File: src/rtl/midi_pkg.sv
// midi_pkg: shared MIDI status types, byte-class limits and parser state encoding
package midi_pkg;
  localparam logic [3:0] NOTE_OFF = 4'h8;
  localparam logic [3:0] NOTE_ON = 4'h9;
  localparam logic [3:0] PROG_CHANGE = 4'hC;
  localparam logic [3:0] CHAN_PRESSURE = 4'hD;
  localparam logic [3:0] PITCH_BEND = 4'hE;
  localparam logic [7:0] REALTIME_MIN = 8'hF8;
  localparam logic [7:0] SYSTEM_MIN = 8'hF0;
  localparam logic [13:0] PITCH_BEND_CENTER = 14'h2000;
  typedef enum logic [1:0] {IDLE, WAIT_D1, WAIT_D2, DISCARD} state_t;
  function automatic logic [1:0] msg_data_len(input logic [3:0] typ);
    return (typ == PROG_CHANGE || typ == CHAN_PRESSURE) ? 2'd1 : 2'd2;
  endfunction
endpackage

File: src/rtl/midi_note_decoder.sv
// midi_note_decoder: MIDI byte stream to single-voice note/gate, last-note-wins.
// Define MIDI_PITCH_BEND_EN to add the pitch_bend output.
module midi_note_decoder
  import midi_pkg::*;
#(
  parameter logic [7:0] RESET_NOTE = 8'd60,
  parameter bit VEL_ZERO_IS_OFF = 1'b1
) (
  input  logic        clk,
  input  logic        rst,
  input  logic [7:0]  rx_data,
  input  logic        rx_valid,
  input  logic [3:0]  channel,
  input  logic        omni,
  output logic [7:0]  note,
`ifdef MIDI_PITCH_BEND_EN
  output logic [13:0] pitch_bend,
`endif
  output logic        gate,
  output logic [6:0]  velocity,
  output logic        note_on_pulse
);
  state_t state;
  logic [3:0] typ;
  logic match;
  logic [6:0] d1;
  logic is_rt, is_sys, vel_zero, is_on, is_off;
  always_comb begin
    is_rt = rx_data >= REALTIME_MIN;
    is_sys = rx_data >= SYSTEM_MIN && !is_rt;
    vel_zero = rx_data[6:0] == 7'd0;
    is_on = typ == NOTE_ON && (!vel_zero || !VEL_ZERO_IS_OFF);
    is_off = typ == NOTE_OFF || (typ == NOTE_ON && vel_zero && VEL_ZERO_IS_OFF);
  end
  always_ff @(posedge clk) begin
    if (rst) begin
      state <= IDLE;
      typ <= 4'h0;
      match <= 1'b0;
      d1 <= 7'd0;
      note <= RESET_NOTE;
      gate <= 1'b0;
      velocity <= 7'd0;
      note_on_pulse <= 1'b0;
`ifdef MIDI_PITCH_BEND_EN
      pitch_bend <= PITCH_BEND_CENTER;
`endif
    end else begin
      note_on_pulse <= 1'b0;
      if (rx_valid && !is_rt) begin
        if (is_sys) begin
          state <= DISCARD;
        end else if (rx_data[7]) begin
          typ <= rx_data[7:4];
          match <= omni || rx_data[3:0] == channel;
          state <= WAIT_D1;
        end else if (state == WAIT_D1) begin
          d1 <= rx_data[6:0];
          state <= msg_data_len(typ) == 2'd1 ? WAIT_D1 : WAIT_D2;
        end else if (state == WAIT_D2) begin
          state <= WAIT_D1;
          if (match && is_on) begin
            note <= {1'b0, d1};
            velocity <= rx_data[6:0];
            gate <= 1'b1;
            note_on_pulse <= 1'b1;
          end else if (match && is_off && gate && d1 == note[6:0]) begin
            gate <= 1'b0;
          end
`ifdef MIDI_PITCH_BEND_EN
          if (match && typ == PITCH_BEND) pitch_bend <= {rx_data[6:0], d1};
`endif
        end
      end
    end
  end
endmodule

File: config.mk
export PLATFORM = sky130hd
export DESIGN_NAME = midi_note_decoder
export DESIGN_NICKNAME = d
export VERILOG_FILES = /design/src/rtl/midi_pkg.sv /design/src/rtl/midi_note_decoder.sv
export SDC_FILE = /design/constraint.sdc
export NUM_CORES = 1
export LEC_CHECK = 0
export CAP_MARGIN = 20
export CORE_UTILIZATION = 36
export DETAILED_ROUTE_END_ITERATION = 10
export SLEW_MARGIN = 20
export SYNTH_ARGS = -nofsm -noshare
export SYNTH_HDL_FRONTEND = slang
export SYNTH_SLANG_ARGS = --single-unit
File: constraint.sdc
create_clock -name clk -period 5.3 [get_ports clk]
set_input_delay 1.06 -clock clk [delete_from_list [all_inputs] [get_ports clk]]
set_output_delay 1.06 -clock clk [all_outputs]
set_load 0.01 [all_outputs]
==> flow_metrics.env, run 1 <==
export IMPL_crit_type="primary input to register"
export IMPL_synth_seq_cells=30
export IMPL_drtIter0Drc=16
export IMPL_hp_class="register to register"
export IMPL_cts_sinks=30
export IMPL_setup_slack_ns=2.36
export IMPL_hold_violations=0
export IMPL_first_pass_iters=4
export IMPL_dieArea_mm2=0.00392
export IMPL_yosysTopAreaCell="dfxtp_1"
export IMPL_drive_gt1_share_pct=6.79
export IMPL_synthTopCellsByCount="dfxtp_1, nor2_1, mux2i_1"
export IMPL_crit_fanout=16
export IMPL_cp_top_family="simple AND/OR/NAND/NOR gates"
export IMPL_synth_edf_count=0
export IMPL_synth_top_area_share_pct=45.5
export IMPL_synth_cells=129
export IMPL_cts_path_max_buffers=2
export IMPL_die_x_um=62.6
export IMPL_yosysSeqAreaShare_pct=45.5
export IMPL_cp_end_kind="register"
export IMPL_grt_usage_pct=14.9
export IMPL_nNetsFinal=179
export IMPL_setup_violations=0
export IMPL_ctsHoldBuffers=0
export IMPL_num_rows=21
export IMPL_cts_repair_resized=0
export IMPL_syn_area_mm2=0.00132
export IMPL_critical_path_slowest_cell="o2111ai_4"
export IMPL_io_pins=33
export IMPL_power_leakage_nw=0.756
export IMPL_htree_num_levels=2
export IMPL_reg2reg_depth=6
export IMPL_synthTopCellsByArea="dfxtp_1, mux2i_1, xnor2_1"
export IMPL_path_cells="clkdlybuf4s50_1 -> or4_4 -> o2111ai_4 -> mux2i_1 -> nor2_1"
export IMPL_synth_flop_cell="dfxtp_1"
export IMPL_syn_nets=147
export IMPL_required_ns=5.48
export IMPL_antenna_found_initial=0
export IMPL_finalCritPeriodShare_pct=55.5
export IMPL_hp_start="gate"
export IMPL_max_freq_mhz=340
export IMPL_synth_cell_type_count=28
export IMPL_r2r_start="state[1]"
export IMPL_grt_overflow=0
export IMPL_fin_skew_ns=0.00229
export IMPL_avgRoutedWirePerCell_um=12.9
export IMPL_cts_made_buffers=5
export IMPL_clockRootBuffer="clkbuf_4"
export IMPL_post_cts_setup_buffer_count=0
export IMPL_start_util_pct=38.7
export IMPL_syn_area_per_cell_um2=10.2
export IMPL_p_per_area_mw_per_mm2=244
export IMPL_gp_congestion=0.689
export IMPL_final_area_mm2=0.00171
export IMPL_grt_max_degree=31
export IMPL_critical_path_startpoint_type="primary input"
export IMPL_dp_hpwl_um=2020
export IMPL_cp_num_cells=5
export IMPL_final_antenna_net_count=0
export IMPL_num_vias=1007
export IMPL_slew_viol_final=0
export IMPL_cts_reportedPaths_clkPinSlew_ns=0.09
export IMPL_cts_tree="built"
export IMPL_drt_total_wl_um=2680
export IMPL_max_stage_delay_ns=0.62
export IMPL_rsz0062_at_grt="false"
export IMPL_cp_endpoint="note[1]"
export IMPL_clock_latency_ns=0.33
export IMPL_grt_pass1_wl_um=4460
export IMPL_worst_r2r_endpoint="note[1]"
export IMPL_relSlewSlack_pct=31.9
export IMPL_worst_ir_drop_vdd_mv=0.153
export IMPL_drc_errors=0
export IMPL_arrival_ns=3.12
export IMPL_max_cap_violations=0
export IMPL_period_minus_slack_ns=2.94
export IMPL_setup_tns_final_ns=0
export IMPL_yosys_cell_count_top_type="dfxtp_1"
export IMPL_r2r_slack_ns=3.48
export IMPL_via_per_inst=4.84
export IMPL_n_antenna_cell=0
export IMPL_syn_to_final_growth_pct=29.5
export IMPL_synth_warnings=0
export IMPL_tightest_slew_ns=1.02
export IMPL_fp_coreArea_mm2=0.00342
export IMPL_portBuffers=31
export IMPL_critPathBufInv=1
export IMPL_ys_async_sr_fraction_pct=0
export IMPL_dp_slack_ns=2.00
export IMPL_placed_area_mm2=0.00165
export IMPL_crit_start="rx_data[3]"
export IMPL_chipHeight_um=62.6
export IMPL_grt_pass1_vias=981
export IMPL_status="finished, final reports clean"
==> final cells by class <==
class / count / area (µm²)
repair buffers: 31 / 310
inverters: 3 / 11.3
flip-flops and latches: 30 / 601
clock inverters: 1 / 5.00
well taps: 46 / 57.6
clock buffers: 7 / 55.1
multi-input cells: 90 / 672
fillers: 352 / 1700
==> stage by stage <==
| stage | total power, mW | hold WS (ns) | cells | utilization (%) |
|---|---|---|---|---|
| 2_1_floorplan | 0.263 | 0.455 | 129 | - |
| 3_3_place_gp | 0.281 | 0.462 | 200 | 48.4 |
| 3_5_place_dp | 0.282 | 0.473 | 200 | 48.4 |
| 4_1_cts | 0.423 | 0.490 | 208 | 50.1 |
| 5_1_grt | 0.435 | 0.539 | 208 | 50.1 |
| 6_report | 0.418 | 0.479 | 208 | 50.1 |
==> power by group <==
part	internal [mW]	switching, mW
Clock	0.0642	0.0778
Sequential	0.230	0.00382
Combinational	0.0226	0.0196
==> worst min-delay path, delay by kind of cell, from the launching register on <==
family          cells  cell delay, ns
flops               1            0.32
compound gates      2            0.12
==> state kept, by name (all words and copies together), names as in the netlist <==
register,flops
match,1
d1,7
gate,1
note_on_pulse,1
typ,4
velocity,7
state,2
note,7
==> routing by layer <==
| metal | vias to the layer above | global-route usage (%) | wire [µm] |
|---|---|---|---|
| li1 | 506 | - | - |
| met1 | 467 | 17.8 | 1220 |
| met2 | 29 | 24.5 | 1280 |
| met3 | 5 | 5.29 | 136 |
| met4 | 0 | 5.23 | 38 |
| met5 | - | 0 | 0 |
==> how the worst min path moves through the flow <==
| stage | end | slack (ns) | cells past startpoint |
|---|---|---|---|
| finish | gate | 0.48 | 2 |
| global route | state[1] | 0.54 | 1 |
| CTS | gate | 0.49 | 2 |
| detailed placement | gate | 0.47 | 2 |
| global placement | gate | 0.46 | 2 |
| floorplan | typ[3] | 0.46 | 2 |
==> kinds of logic after synthesis <==
| group | Yosys count | share of synthesized area [%] |
|---|---|---|
| AND/OR/NAND/NOR | 43 | 16.4 |
| flip-flops | 30 | 45.5 |
| multiplexers | 24 | 18.2 |
| XOR/XNOR | 11 | 7.29 |
| AO/OA/AOI/OAI | 9 | 6.82 |
| buffers and inverters | 9 | 3.69 |
| adder cells (fa/ha/maj) | 2 | 1.89 |
| other | 1 | 0.284 |
==> cells in the final DEF (no fill, tap or decap), types with 3 or more instances in the layout <==
cell type,instances
inv_1,3
clkbuf_4,5
xnor2_1,11
nand2b_1,5
mux2i_1,24
nand2_1,3
dfxtp_1,30
clkdlybuf4s50_1,31
nor2_1,25
Power figures use the tool's default switching activity.
==> inputs of run 2 (changes only) <==
clock period = 2.9 ns   (was 5.3 ns; I/O delays follow)
==> run 2 against run 1 <==
Net effect: utilization is 1.2 points higher; power is 84% higher; clock power is 85% higher; wire length is 2.3% higher; die area stayed put; via count is 1.5% higher; combinational power is 92% higher.
==> flow_metrics.env, run 2 (same netlist as run 1, synthesis figures left out) <==
export IMPL_worst_ir_drop_vdd_mv=0.219
export IMPL_tightest_slew_ns=0.711
export IMPL_p_per_area_mw_per_mm2=440
export IMPL_critical_path_startpoint_type="primary input"
export IMPL_num_rows=21
export IMPL_period_minus_slack_ns=2.27
export IMPL_min_path_cells=2
export IMPL_num_vias=1022
export IMPL_dp_hpwl_um=2080
export IMPL_setup_tns_final_ns=0
export IMPL_ctsHoldBuffers=0
export IMPL_post_place_cells=204
export IMPL_gp_congestion=0.715
export IMPL_arrival_ns=2.49
export IMPL_post_cts_setup_buffer_count=0
export IMPL_finalCritPeriodShare_pct=78.2
export IMPL_cts_sinks=30
export IMPL_required_ns=3.12
export IMPL_hp_class="register to register"
export IMPL_grt_usage_pct=16.5
export IMPL_clockRootBuffer="clkbuf_4"
export IMPL_grt_overflow=0
export IMPL_reg2reg_depth=7
export IMPL_max_stage_delay_ns=0.58
export IMPL_nNetsFinal=183
export IMPL_n_antenna_cell=0
export IMPL_max_freq_mhz=441
export IMPL_fin_skew_ns=0.00638
export IMPL_drt_total_wl_um=2740
export IMPL_chipHeight_um=62.6
export IMPL_htree_num_levels=2
export IMPL_path_cells="clkdlybuf4s50_1 -> or4_4 -> o2111ai_4 -> buf_12 -> mux2i_1 -> nand2b_1"
export IMPL_relSlewSlack_pct=52.4
export IMPL_grt_pass1_vias=1090
export IMPL_via_per_inst=4.82
export IMPL_die_x_um=62.6
export IMPL_syn_to_final_growth_pct=32.8
export IMPL_drtIter0Drc=40
export IMPL_power_leakage_nw=0.781
export IMPL_slew_viol_final=0
export IMPL_final_area_mm2=0.00175
export IMPL_setup_slack_ns=0.633
export IMPL_drc_errors=0
export IMPL_fp_coreArea_mm2=0.00342
export IMPL_rsz0062_at_grt="false"
export IMPL_avgRoutedWirePerCell_um=12.9
export IMPL_hold_violations=0
export IMPL_cts_reportedPaths_clkPinSlew_ns=0.09
export IMPL_nFillCells=336
export IMPL_layout_commonest_cell="clkdlybuf4s50_1"
export IMPL_crit_fanout=10
export IMPL_reg_top3="d1: 7 flops, note: 7 flops, velocity: 7 flops"
export IMPL_finalNonFillerCells=212
export IMPL_max_cap_violations=0
export IMPL_cts_repair_resized=0
export IMPL_clock_latency_ns=0.32
export IMPL_total_power_mw=0.771
export IMPL_grt_pass1_wl_um=4980
export IMPL_dp_slack_ns=0.278
export IMPL_first_pass_iters=4
export IMPL_grt_max_degree=20
export IMPL_cts_tree="built"
export IMPL_critical_path_slowest_cell="or4_4"
export IMPL_dieArea_mm2=0.00392
export IMPL_io_pins=33
export IMPL_drive_gt1_share_pct=9.04
export IMPL_placed_area_mm2=0.00169
export IMPL_crit_type="primary input to register"
export IMPL_cts_made_buffers=5
export IMPL_cts_path_max_buffers=2
export IMPL_portBuffers=31
export IMPL_layout_common_cells="clkdlybuf4s50_1, dfxtp_1, nor2_1"
export IMPL_setup_violations=0
export IMPL_start_util_pct=38.7
export IMPL_cp_end_kind="register"
export IMPL_final_antenna_net_count=0
export IMPL_antenna_found_initial=0
export IMPL_status="finished, final reports clean"
-- run 2: cell types whose count changed in the layout (fill, tap and decap cells not counted) --
cell,change
buf_12,+1
buf_4,+3
-- run 2: worst paths after layout --
path | slack, ns | from | endpoint
setup / recovery | 0.63 | rx_data[2] | note[2]
hold / removal | 0.47 | gate | gate
setup reg to reg | 1.16 | state[1] | note[2]
hold reg to reg | 0.47 | gate | gate
-- run 2: stage by stage --
stage | hold slack, ns | utilization [%]
global placement | 0.458 | 49.6
floorplan | 0.455 | -
CTS | 0.480 | 51.4
detailed placement | 0.468 | 49.6
global route | 0.508 | 51.4
finish | 0.470 | 51.4
-- run 2: critical path: cells and delay by family --
family          cells  cell delay [ns]
compound gates      1             0.40
mux                 1             0.19
simple gates        2             0.64
buf+inv             2             0.68
-- run 2: final cells by class --
class	count	area (µm²)	area share (%)
clock buffer	7	55.1	3.14
tap	46	57.6	3.28
multi-input combinational	90	672	38.3
inverter	3	11.3	0.642
clock inverter	1	5.00	0.285
sequential	30	601	34.2
timing repair buffer	35	353	20.1
-- run 2: per-layer routing --
metal / part of all wire, % / vias to the layer above / wire, µm / global-route usage (%)
met4: 1.9 / 0 / 53 / 8.72
met3: 3.9 / 5 / 107 / 3.83
met2: 48 / 24 / 1310 / 26.8
li1: - / 509 / - / -
met5: 0 / - / 0 / 0
met1: 47 / 484 / 1280 / 20.1
-- run 2: report_power, final --
| group | internal [mW] | total [mW] | switching [mW] |
|---|---|---|---|
| logic | 0.0437 | 0.0809 | 0.0372 |
| registers | 0.421 | 0.428 | 0.00704 |
| clock network | 0.117 | 0.262 | 0.145 |
